==> src/rtl/conv_job_arbiter_if.sv <==
// Channel bundle for one convolution job stream.
// x and f flow from master to slave, and y results flow back from slave to master.
interface conv_job_arbiter_if #(
  parameter int W  = 8,
  parameter int OW = 18
);
  logic signed [W-1:0]  data_in_x;
  logic                 valid_x;
  logic                 ready_x;
  logic signed [W-1:0]  data_in_f;
  logic                 valid_f;
  logic                 ready_f;
  logic signed [OW-1:0] data_out_y;
  logic                 valid_y;
  logic                 ready_y;

  modport master (
    output data_in_x, valid_x,
    input  ready_x,
    output data_in_f, valid_f,
    input  ready_f,
    input  data_out_y, valid_y,
    output ready_y
  );

  modport slave (
    input  data_in_x, valid_x,
    output ready_x,
    input  data_in_f, valid_f,
    output ready_f,
    output data_out_y, valid_y,
    input  ready_y
  );
endinterface

==> src/rtl/conv_job_arbiter.sv <==
// Shares one convolution datapath between two clients, granting it one whole job at a time.
// Priority alternates round-robin between jobs.
//   state  | meaning
//   S_IDLE | no job owns the datapath; all channels are closed
//   S_BUSY | client `grant` owns the datapath until its x, f and y counts all finish
module conv_job_arbiter #(
  parameter int N  = 8,
  parameter int M  = 4,
  parameter int W  = 8,
  parameter int OW = 18
) (
  input  logic               clk,
  input  logic               reset,
  conv_job_arbiter_if.slave  c0,
  conv_job_arbiter_if.slave  c1,
  conv_job_arbiter_if.master d,
  output logic               busy,
  output logic               grant
);
  localparam int NY = N - M + 1;
  localparam int CW = $clog2(N + 1);
  localparam logic [CW-1:0] X_TC = CW'(N);
  localparam logic [CW-1:0] F_TC = CW'(M);
  localparam logic [CW-1:0] Y_TC = CW'(NY);

  typedef enum logic {S_IDLE, S_BUSY} state_t;

  state_t              state;
  logic                prio;
  logic [CW-1:0]       x_cnt, f_cnt, y_cnt;
  logic [CW-1:0]       x_nxt, f_nxt, y_nxt;
  logic                x_open, f_open, y_open;
  logic                x_hs, f_hs, y_hs;
  logic                req0, req1, job_done;
  logic signed [W-1:0] sel_x, sel_f;
  logic                sel_vx, sel_vf, sel_ry;
  logic signed [OW-1:0] y_data;

  assign req0 = c0.valid_x | c0.valid_f;
  assign req1 = c1.valid_x | c1.valid_f;

  assign x_open = (state == S_BUSY) && (x_cnt < X_TC);
  assign f_open = (state == S_BUSY) && (f_cnt < F_TC);
  assign y_open = (state == S_BUSY) && (y_cnt < Y_TC);

  assign sel_x  = grant ? c1.data_in_x : c0.data_in_x;
  assign sel_f  = grant ? c1.data_in_f : c0.data_in_f;
  assign sel_vx = grant ? c1.valid_x   : c0.valid_x;
  assign sel_vf = grant ? c1.valid_f   : c0.valid_f;
  assign sel_ry = grant ? c1.ready_y   : c0.ready_y;
  assign y_data = d.data_out_y;

  // Counters advance only on datapath-side handshakes, which the open flags already gate.
  assign x_hs  = d.valid_x & d.ready_x;
  assign f_hs  = d.valid_f & d.ready_f;
  assign y_hs  = d.valid_y & d.ready_y;
  assign x_nxt = x_cnt + CW'(x_hs);
  assign f_nxt = f_cnt + CW'(f_hs);
  assign y_nxt = y_cnt + CW'(y_hs);
  assign job_done = (x_nxt == X_TC) && (f_nxt == F_TC) && (y_nxt == Y_TC);

  always_comb begin
    d.data_in_x   = '0;
    d.valid_x     = 1'b0;
    d.data_in_f   = '0;
    d.valid_f     = 1'b0;
    d.ready_y     = 1'b0;
    c0.ready_x    = 1'b0;
    c0.ready_f    = 1'b0;
    c0.valid_y    = 1'b0;
    c0.data_out_y = '0;
    c1.ready_x    = 1'b0;
    c1.ready_f    = 1'b0;
    c1.valid_y    = 1'b0;
    c1.data_out_y = '0;
    if (state == S_BUSY) begin
      d.data_in_x = sel_x;
      d.valid_x   = sel_vx & x_open;
      d.data_in_f = sel_f;
      d.valid_f   = sel_vf & f_open;
      d.ready_y   = sel_ry & y_open;
      if (grant) begin
        c1.ready_x    = d.ready_x & x_open;
        c1.ready_f    = d.ready_f & f_open;
        c1.valid_y    = d.valid_y & y_open;
        c1.data_out_y = y_data;
      end else begin
        c0.ready_x    = d.ready_x & x_open;
        c0.ready_f    = d.ready_f & f_open;
        c0.valid_y    = d.valid_y & y_open;
        c0.data_out_y = y_data;
      end
    end
  end

  always_ff @(posedge clk or negedge reset) begin
    if (!reset) begin
      state <= S_IDLE;
      busy  <= 1'b0;
      grant <= 1'b0;
      prio  <= 1'b0;
      x_cnt <= '0;
      f_cnt <= '0;
      y_cnt <= '0;
    end else begin
      case (state)
        S_IDLE: begin
          if (req0 | req1) begin
            state <= S_BUSY;
            busy  <= 1'b1;
            grant <= (req0 & req1) ? prio : req1;
            x_cnt <= '0;
            f_cnt <= '0;
            y_cnt <= '0;
          end
        end
        S_BUSY: begin
          x_cnt <= x_nxt;
          f_cnt <= f_nxt;
          y_cnt <= y_nxt;
          if (job_done) begin
            state <= S_IDLE;
            busy  <= 1'b0;
            prio  <= ~grant;
          end
        end
        default: state <= S_IDLE;
      endcase
    end
  end
endmodule

==> src/flat_wrapper.sv <==
// flat-port wrapper written by rule: the top's interface ports become plain ports
module conv_job_arbiter_flat 
#(
  parameter int N  = 8,
  parameter int M  = 4,
  parameter int W  = 8,
  parameter int OW = 18
)
  (clk, reset, busy, grant, c0_data_in_x, c0_valid_x, c0_ready_x, c0_data_in_f, c0_valid_f, c0_ready_f, c0_data_out_y, c0_valid_y, c0_ready_y, c1_data_in_x, c1_valid_x, c1_ready_x, c1_data_in_f, c1_valid_f, c1_ready_f, c1_data_out_y, c1_valid_y, c1_ready_y, d_data_in_x, d_valid_x, d_ready_x, d_data_in_f, d_valid_f, d_ready_f, d_data_out_y, d_valid_y, d_ready_y);
  conv_job_arbiter_if #(.W(W), .OW(OW)) c0_i ();
  conv_job_arbiter_if #(.W(W), .OW(OW)) c1_i ();
  conv_job_arbiter_if #(.W(W), .OW(OW)) d_i ();
  input  logic clk;
  input  logic reset;
  output logic busy;
  output logic grant;
  input wire logic [$bits(c0_i.data_in_x)-1:0] c0_data_in_x;
  input wire logic [$bits(c0_i.valid_x)-1:0] c0_valid_x;
  output wire logic [$bits(c0_i.ready_x)-1:0] c0_ready_x;
  input wire logic [$bits(c0_i.data_in_f)-1:0] c0_data_in_f;
  input wire logic [$bits(c0_i.valid_f)-1:0] c0_valid_f;
  output wire logic [$bits(c0_i.ready_f)-1:0] c0_ready_f;
  output wire logic [$bits(c0_i.data_out_y)-1:0] c0_data_out_y;
  output wire logic [$bits(c0_i.valid_y)-1:0] c0_valid_y;
  input wire logic [$bits(c0_i.ready_y)-1:0] c0_ready_y;
  input wire logic [$bits(c1_i.data_in_x)-1:0] c1_data_in_x;
  input wire logic [$bits(c1_i.valid_x)-1:0] c1_valid_x;
  output wire logic [$bits(c1_i.ready_x)-1:0] c1_ready_x;
  input wire logic [$bits(c1_i.data_in_f)-1:0] c1_data_in_f;
  input wire logic [$bits(c1_i.valid_f)-1:0] c1_valid_f;
  output wire logic [$bits(c1_i.ready_f)-1:0] c1_ready_f;
  output wire logic [$bits(c1_i.data_out_y)-1:0] c1_data_out_y;
  output wire logic [$bits(c1_i.valid_y)-1:0] c1_valid_y;
  input wire logic [$bits(c1_i.ready_y)-1:0] c1_ready_y;
  output wire logic [$bits(d_i.data_in_x)-1:0] d_data_in_x;
  output wire logic [$bits(d_i.valid_x)-1:0] d_valid_x;
  input wire logic [$bits(d_i.ready_x)-1:0] d_ready_x;
  output wire logic [$bits(d_i.data_in_f)-1:0] d_data_in_f;
  output wire logic [$bits(d_i.valid_f)-1:0] d_valid_f;
  input wire logic [$bits(d_i.ready_f)-1:0] d_ready_f;
  input wire logic [$bits(d_i.data_out_y)-1:0] d_data_out_y;
  input wire logic [$bits(d_i.valid_y)-1:0] d_valid_y;
  output wire logic [$bits(d_i.ready_y)-1:0] d_ready_y;
  assign c0_i.data_in_x = c0_data_in_x;
  assign c0_i.valid_x = c0_valid_x;
  assign c0_ready_x = c0_i.ready_x;
  assign c0_i.data_in_f = c0_data_in_f;
  assign c0_i.valid_f = c0_valid_f;
  assign c0_ready_f = c0_i.ready_f;
  assign c0_data_out_y = c0_i.data_out_y;
  assign c0_valid_y = c0_i.valid_y;
  assign c0_i.ready_y = c0_ready_y;
  assign c1_i.data_in_x = c1_data_in_x;
  assign c1_i.valid_x = c1_valid_x;
  assign c1_ready_x = c1_i.ready_x;
  assign c1_i.data_in_f = c1_data_in_f;
  assign c1_i.valid_f = c1_valid_f;
  assign c1_ready_f = c1_i.ready_f;
  assign c1_data_out_y = c1_i.data_out_y;
  assign c1_valid_y = c1_i.valid_y;
  assign c1_i.ready_y = c1_ready_y;
  assign d_data_in_x = d_i.data_in_x;
  assign d_valid_x = d_i.valid_x;
  assign d_i.ready_x = d_ready_x;
  assign d_data_in_f = d_i.data_in_f;
  assign d_valid_f = d_i.valid_f;
  assign d_i.ready_f = d_ready_f;
  assign d_i.data_out_y = d_data_out_y;
  assign d_i.valid_y = d_valid_y;
  assign d_ready_y = d_i.ready_y;
  conv_job_arbiter #(.N(N), .M(M), .W(W), .OW(OW)) u_core (.clk(clk), .reset(reset), .c0(c0_i), .c1(c1_i), .d(d_i), .busy(busy), .grant(grant));
endmodule
==> config.mk <==
export PLATFORM = sky130hd
export DESIGN_NAME = conv_job_arbiter_flat
export DESIGN_NICKNAME = d
export VERILOG_FILES = /design/src/rtl/conv_job_arbiter_if.sv /design/src/rtl/conv_job_arbiter.sv /design/src/flat_wrapper.sv
export SDC_FILE = /design/constraint.sdc
export NUM_CORES = 1
export LEC_CHECK = 0
export CORE_MARGIN = 5
export CORE_UTILIZATION = 32
export CTS_CLUSTER_DIAMETER = 200
export DETAILED_ROUTE_END_ITERATION = 12
export PLACE_DENSITY = 0.86
export SLEW_MARGIN = 20
export SYNTH_ARGS = -nofsm -noshare
export SYNTH_HDL_FRONTEND = slang
export SYNTH_SLANG_ARGS = --single-unit
==> constraint.sdc <==
create_clock -name clk -period 4.75 [get_ports clk]
set_input_delay 0.95 -clock clk [delete_from_list [all_inputs] [get_ports clk]]
set_output_delay 0.95 -clock clk [all_outputs]
set_load 0.05 [all_outputs]
==> results of run 1 <==
Yosys cell counts, drive strengths merged (2+ instances only):
| cell type | number |
|---|---|
| xnor2 | 2 |
| o21ai | 14 |
| and3 | 36 |
| nand2 | 22 |
| ha | 6 |
| nor4 | 3 |
| nor2 | 26 |
| mux2i | 19 |
| nand3 | 6 |
| xor2 | 4 |
| clkbuf | 14 |
| inv | 4 |
| dfrtp | 16 |
| nor4b | 3 |
| buf | 3 |
layer usage:
| layer | up-vias | track usage, % | share of wire [%] |
|---|---|---|---|
| met5 | - | 0 | 0 |
| met3 | 7 | 5.39 | 9.8 |
| met4 | 0 | 4.12 | 1.3 |
| met2 | 84 | 30.9 | 50 |
| li1 | 889 | - | - |
| met1 | 816 | 19.3 | 39 |
worst min-delay path by stage:
stage,slack (ns),endpoint,from
final,0.50,u_core.prio,u_core.prio
after global routing,0.52,u_core.prio,u_core.prio
after CTS,0.50,u_core.prio,u_core.prio
after global placement,0.48,u_core.prio,u_core.prio
after floorplan,0.45,u_core.prio,u_core.prio
after detailed placement,0.49,u_core.prio,u_core.prio
registers in the layout, indices dropped and copies added (netlist names):
name and count:
u_core.busy 1, u_core.f_cnt 4, u_core.grant 1, u_core.prio 1, u_core.state 1, u_core.x_cnt 4
u_core.y_cnt 4
critical path, delay by kind of cell:
kind / cells / cell delay, ns
AND/OR/NAND/NOR: 6 / 1.62
adder cells (fa/ha/maj): 2 / 0.40
multiplexers: 2 / 0.45
buffers and inverters: 1 / 0.52
cell families (layout without fill, tap and decap cells):
group                    Yosys count  after routing  share of synthesized area (%)
AND/OR/NAND/NOR                  102            102                           37.3
XOR/XNOR                           6              6                           3.66
multiplexers                      20             20                           14.0
buffers and inverters             21            136                           5.74
adder cells (fa/ha/maj)            6              6                           5.22
AO/OA/AOI/OAI                     17             17                           6.18
flip-flops                        16             16                           27.9
final cells by class:
cell class	instances	area, um^2
clock buffers	4	55.1
multi-input cells	151	955
fillers	382	1600
flip-flops and latches	16	400
inverters	4	15.0
repair buffers	128	1270
well taps	52	65.1
metrics by stage:
step	cells	instance area [um^2]
2_1_floorplan	188	1440
3_3_place_gp	351	2700
3_5_place_dp	351	2700
4_1_cts	355	2760
5_1_grt	355	2760
6_report	355	2760
power groups by stage:
stage / Sequential, mW / Combinational, mW / Clock (mW)
after floorplan: 0.238 / 0.343 / 0
after global placement: 0.244 / 0.521 / 0
after detailed placement: 0.247 / 0.528 / 0
after CTS: 0.245 / 0.530 / 0.122
after global routing: 0.254 / 0.566 / 0.128
final: 0.246 / 0.526 / 0.122
==> impl_metrics.env, run 1 <==
export IMPL_layout_nets=371
export IMPL_core_mm2=0.00435
export IMPL_tightestPinTransition_ns=0.708
export IMPL_drt_iter0_markers=76
export IMPL_pwr_density_cell_mw_per_mm2=324
export IMPL_die_area_mm2=0.00593
export IMPL_maxSlewViolCount=0
export IMPL_grt_max_degree=47
export IMPL_track_usage_pct=17.1
export IMPL_syn_cell_area_mm2=0.00144
export IMPL_r2r_cells=10
export IMPL_start_util_pct=33.0
export IMPL_io_pins=124
export IMPL_gr_total_overflow=0
export IMPL_switching_power_mw=0.413
export IMPL_die_y_um=77.0
export IMPL_postRouteWirelength_mm=5.35
export IMPL_clk_pin_slew_ns=0.06
export IMPL_routed_via_density=5.06
export IMPL_crit_path_start_kind="primary input"
export IMPL_cts_repair_resized=0
export IMPL_slew_headroom_pct=52.7
export IMPL_end_kind="register"
export IMPL_r2r_start="u_core.grant"
export IMPL_wl_per_cell_um=15.1
export IMPL_synth_edf_count=0
export IMPL_synthArstFlopShare_pct=100
export IMPL_path_cells="clkdlybuf4s50_1, mux2i_1, nor3_1, and2_1, ha_1, ha_1, or4b_1, nor4b_2, nand4_1, nor4_2, mux2_1"
export IMPL_avgSynthCellArea_um2=7.65
export IMPL_holdPathStages=1
export IMPL_grt_pass1_wl_mm=8.47
export IMPL_insertion_delay_ns=0.25
export IMPL_min_path_type="reg2reg"
export IMPL_yosysTopAreaCell="dfrtp_1"
export IMPL_cts_setup_buffers=0
export IMPL_insertedDiodeCount=0
export IMPL_synth_area_top_cells="dfrtp_1, and3_1, mux2i_1"
export IMPL_ys_ff_latch=16
export IMPL_crit_fanout=4
export IMPL_ys_seq_area_share_pct=27.9
export IMPL_endpoint="u_core.prio"
export IMPL_maxCapViolCount=0
export IMPL_drc=0
export IMPL_rrSetupSlack_ns=1.33
export IMPL_hold_viol=0
export IMPL_syn_nets=255
export IMPL_pwr_share_seq_pct=27.5
export IMPL_first_pass_iters=4
export IMPL_worstReg2RegEnd="u_core.prio"
export IMPL_final_common_cell="clkdlybuf4s50_1"
export IMPL_hpwl_mm=4.32
export IMPL_layout_common_cells="clkdlybuf4s50_1, and3_1, nor2_1"
export IMPL_setup_violations=0
export IMPL_sw_frac_of_total_pct=46.2
export IMPL_combinationalPowerShare_pct=58.9
export IMPL_yosysTopAreaCellShare_pct=27.9
export IMPL_yosys_warnings=0
export IMPL_status="completed"
export IMPL_power_total_mw=0.894
export IMPL_die_w_um=77.0
export IMPL_startpoint="c1_valid_x"
export IMPL_tns_ns=0
export IMPL_p_int_mw=0.481
export IMPL_synth_cell_type_count=30
export IMPL_clk_path_buf_depth=2
export IMPL_cts_tree="done"
export IMPL_critPathRequiredTime_ns=4.89
export IMPL_final_core_util_pct=63.4
export IMPL_finalCritPeriodShare_pct=80.1
export IMPL_fin_hold_ws_ns=0.505
export IMPL_grt_pass1_vias=1742
export IMPL_cts_htree_levels=1
export IMPL_num_rows=24
export IMPL_syn_inst=188
export IMPL_fin_crit_ns=3.80
export IMPL_drive_gt1_share_pct=4.29
export IMPL_leakage_nw=1.23
export IMPL_fin_skew_ns=0.00156
export IMPL_place_gp_congestion=0.812
export IMPL_max_stage_delay_ns=0.54
export IMPL_rsz0062_at_grt="false"
export IMPL_ys_flop_type="dfrtp_1"
export IMPL_power_share_clock_pct=13.6
export IMPL_fin_ws_ns=0.946
export IMPL_critical_path_class="in2reg"
export IMPL_ir_drop_v=0.000150
export IMPL_portBuffers=123
export IMPL_cts_root_buf="clkbuf_8"
export IMPL_dp_slack_ns=0.705
export IMPL_antenna_found_initial=0
export IMPL_ant_nets=0
export IMPL_cts_sinks=16
export IMPL_slowest_stage="or4b_1"
export IMPL_cts_buffers=3
export IMPL_cts_hold_buffers=0
export IMPL_arrival_ns=3.94
export IMPL_crit_top_cell="ha_1"
export IMPL_area_growth_pct=91.9
export IMPL_max_freq_mhz=263
export IMPL_vias=1796
Note: power is estimated with default switching activity, not from simulation.
==> inputs of run 2 (changes only) <==
- clock period: 4.75 -> 3.75 ns (I/O delays scaled with it)
==> run 2 against run 1 <==
  * Power up 30%
  * Final area up 2.6%
  * Core utilization up 1.6 points
  * Combinational power up 33%
  * Hold slack better by 0.023 ns
  * Highest routed layer unchanged
  * Routed wire length up 1.4%
  * Largest power group unchanged
  * Largest cell class unchanged
==> impl_metrics.env, run 2 (synthesis results as in run 1) <==
export IMPL_finalCritPeriodShare_pct=95.0
export IMPL_layout_nets=376
export IMPL_antenna_found_initial=0
export IMPL_end_kind="register"
export IMPL_slew_headroom_pct=51.9
export IMPL_ir_drop_v=0.000200
export IMPL_wl_per_cell_um=15.1
export IMPL_area_growth_pct=96.9
export IMPL_met1_length_mm=2.06
export IMPL_hpwl_mm=4.40
export IMPL_arrival_ns=3.69
export IMPL_critPathRequiredTime_ns=3.88
export IMPL_vias=1828
export IMPL_cts_sinks=16
export IMPL_drc=0
export IMPL_pwr_share_seq_pct=27.0
export IMPL_wl_met3_um=559
export IMPL_fin_skew_ns=0.000868
export IMPL_cts_hold_buffers=0
export IMPL_cts_htree_levels=1
export IMPL_cts_repair_resized=0
export IMPL_r2r_cells=10
export IMPL_clk_path_buf_depth=2
export IMPL_grt_pass1_vias=1770
export IMPL_hold_viol=0
export IMPL_cts_tree="done"
export IMPL_top_regs="u_core.f_cnt (4), u_core.x_cnt (4), u_core.y_cnt (4)"
export IMPL_wl_met2_mm=2.74
export IMPL_die_area_mm2=0.00593
export IMPL_die_y_um=77.0
export IMPL_place_gp_congestion=0.756
export IMPL_power_share_clock_pct=13.0
export IMPL_fin_ws_ns=0.189
export IMPL_critical_path_class="in2reg"
export IMPL_ant_nets=0
export IMPL_dp_slack_ns=-0.0355
export IMPL_postRouteWirelength_mm=5.42
export IMPL_clk_pin_slew_ns=0.06
export IMPL_leakage_nw=1.27
export IMPL_cts_setup_buffers=0
export IMPL_max_freq_mhz=281
export IMPL_insertion_delay_ns=0.25
export IMPL_holdPathStages=1
export IMPL_setup_violations=0
export IMPL_switching_power_mw=0.533
export IMPL_grt_max_degree=49
export IMPL_io_pins=124
export IMPL_nFillCells=381
export IMPL_first_pass_iters=4
export IMPL_crit_fanout=2
export IMPL_layout_common_cells="clkdlybuf4s50_1, and3_1, nor2_1"
export IMPL_grt_pass1_wl_mm=8.51
export IMPL_rsz0062_at_grt="false"
export IMPL_maxSlewViolCount=0
export IMPL_track_usage_pct=17.2
export IMPL_min_path_type="reg2reg"
export IMPL_fin_hold_ws_ns=0.528
export IMPL_combinationalPowerShare_pct=60.0
export IMPL_start_util_pct=33.0
export IMPL_sw_frac_of_total_pct=45.8
export IMPL_crit_path_start_kind="primary input"
export IMPL_drt_iter0_markers=85
export IMPL_dr_max_layer_used="met4"
export IMPL_die_w_um=77.0
export IMPL_fin_crit_ns=3.56
export IMPL_portBuffers=123
export IMPL_p_int_mw=0.631
export IMPL_cts_buffers=3
export IMPL_drive_gt1_share_pct=8.12
export IMPL_maxCapViolCount=0
export IMPL_tightestPinTransition_ns=0.719
export IMPL_gr_total_overflow=0
export IMPL_cts_root_buf="clkbuf_8"
export IMPL_insertedDiodeCount=0
export IMPL_num_rows=24
export IMPL_pwr_density_cell_mw_per_mm2=411
export IMPL_routed_via_density=5.08
export IMPL_final_common_cell="clkdlybuf4s50_1"
export IMPL_status="completed"
export IMPL_core_mm2=0.00435
export IMPL_final_core_util_pct=65.0
-- run 2: power groups by stage --
stage	combinational (mW)	sequential [mW]	clock, mW
after detailed placement	0.698	0.315	0
after global placement	0.685	0.309	0
after CTS	0.705	0.312	0.154
final	0.698	0.314	0.151
after floorplan	0.437	0.304	0
after global routing	0.744	0.324	0.162
-- run 2: final cells by class --
type                    count  area, um^2  area share, %
multi-input cells         151         966           34.1
clock buffers               4        55.1           1.95
flip-flops and latches     16         400           14.1
inverters                   4        15.0          0.531
well taps                  52        65.1           2.30
repair buffers            133        1330           46.9
-- run 2: worst max-delay path: stages --
cell	delay (ns)
clkdlybuf4s50_1	0.42
mux2i_1	0.23
nor3_4	0.05
and2_1	0.16
ha_1	0.19
ha_1	0.31
or4b_1	0.56
nor4b_2	0.22
nand4_1	0.12
nor4_2	0.32
mux2_1	0.35
-- run 2: stage by stage --
step	TNS [ns]	cells	power, mW	area (um^2)
2_1_floorplan	0	188	0.741	1450
3_3_place_gp	0	356	0.994	2780
3_5_place_dp	-0.0355	356	1.01	2780
4_1_cts	0	360	1.17	2830
5_1_grt	0	360	1.23	2830
6_report	0	360	1.16	2830
-- run 2: worst paths after layout --
path                       slack (ns)               to          from
min in group asynchronous        0.93  u_core.f_cnt[3]         reset
max in group asynchronous        2.37  u_core.y_cnt[3]         reset
max                              0.19      u_core.prio    c1_valid_x
min                              0.53  u_core.x_cnt[0]  u_core.state
min reg2reg                      0.53  u_core.x_cnt[0]  u_core.state
max reg2reg                      0.59      u_core.prio  u_core.grant
-- run 2: layer usage --
metal  vias up  global-route usage [%]
met4         0                    3.44
met3         7                    5.27
met2        99                    31.5
met1       824                    19.4
met5         -                       0
li1        898                       -
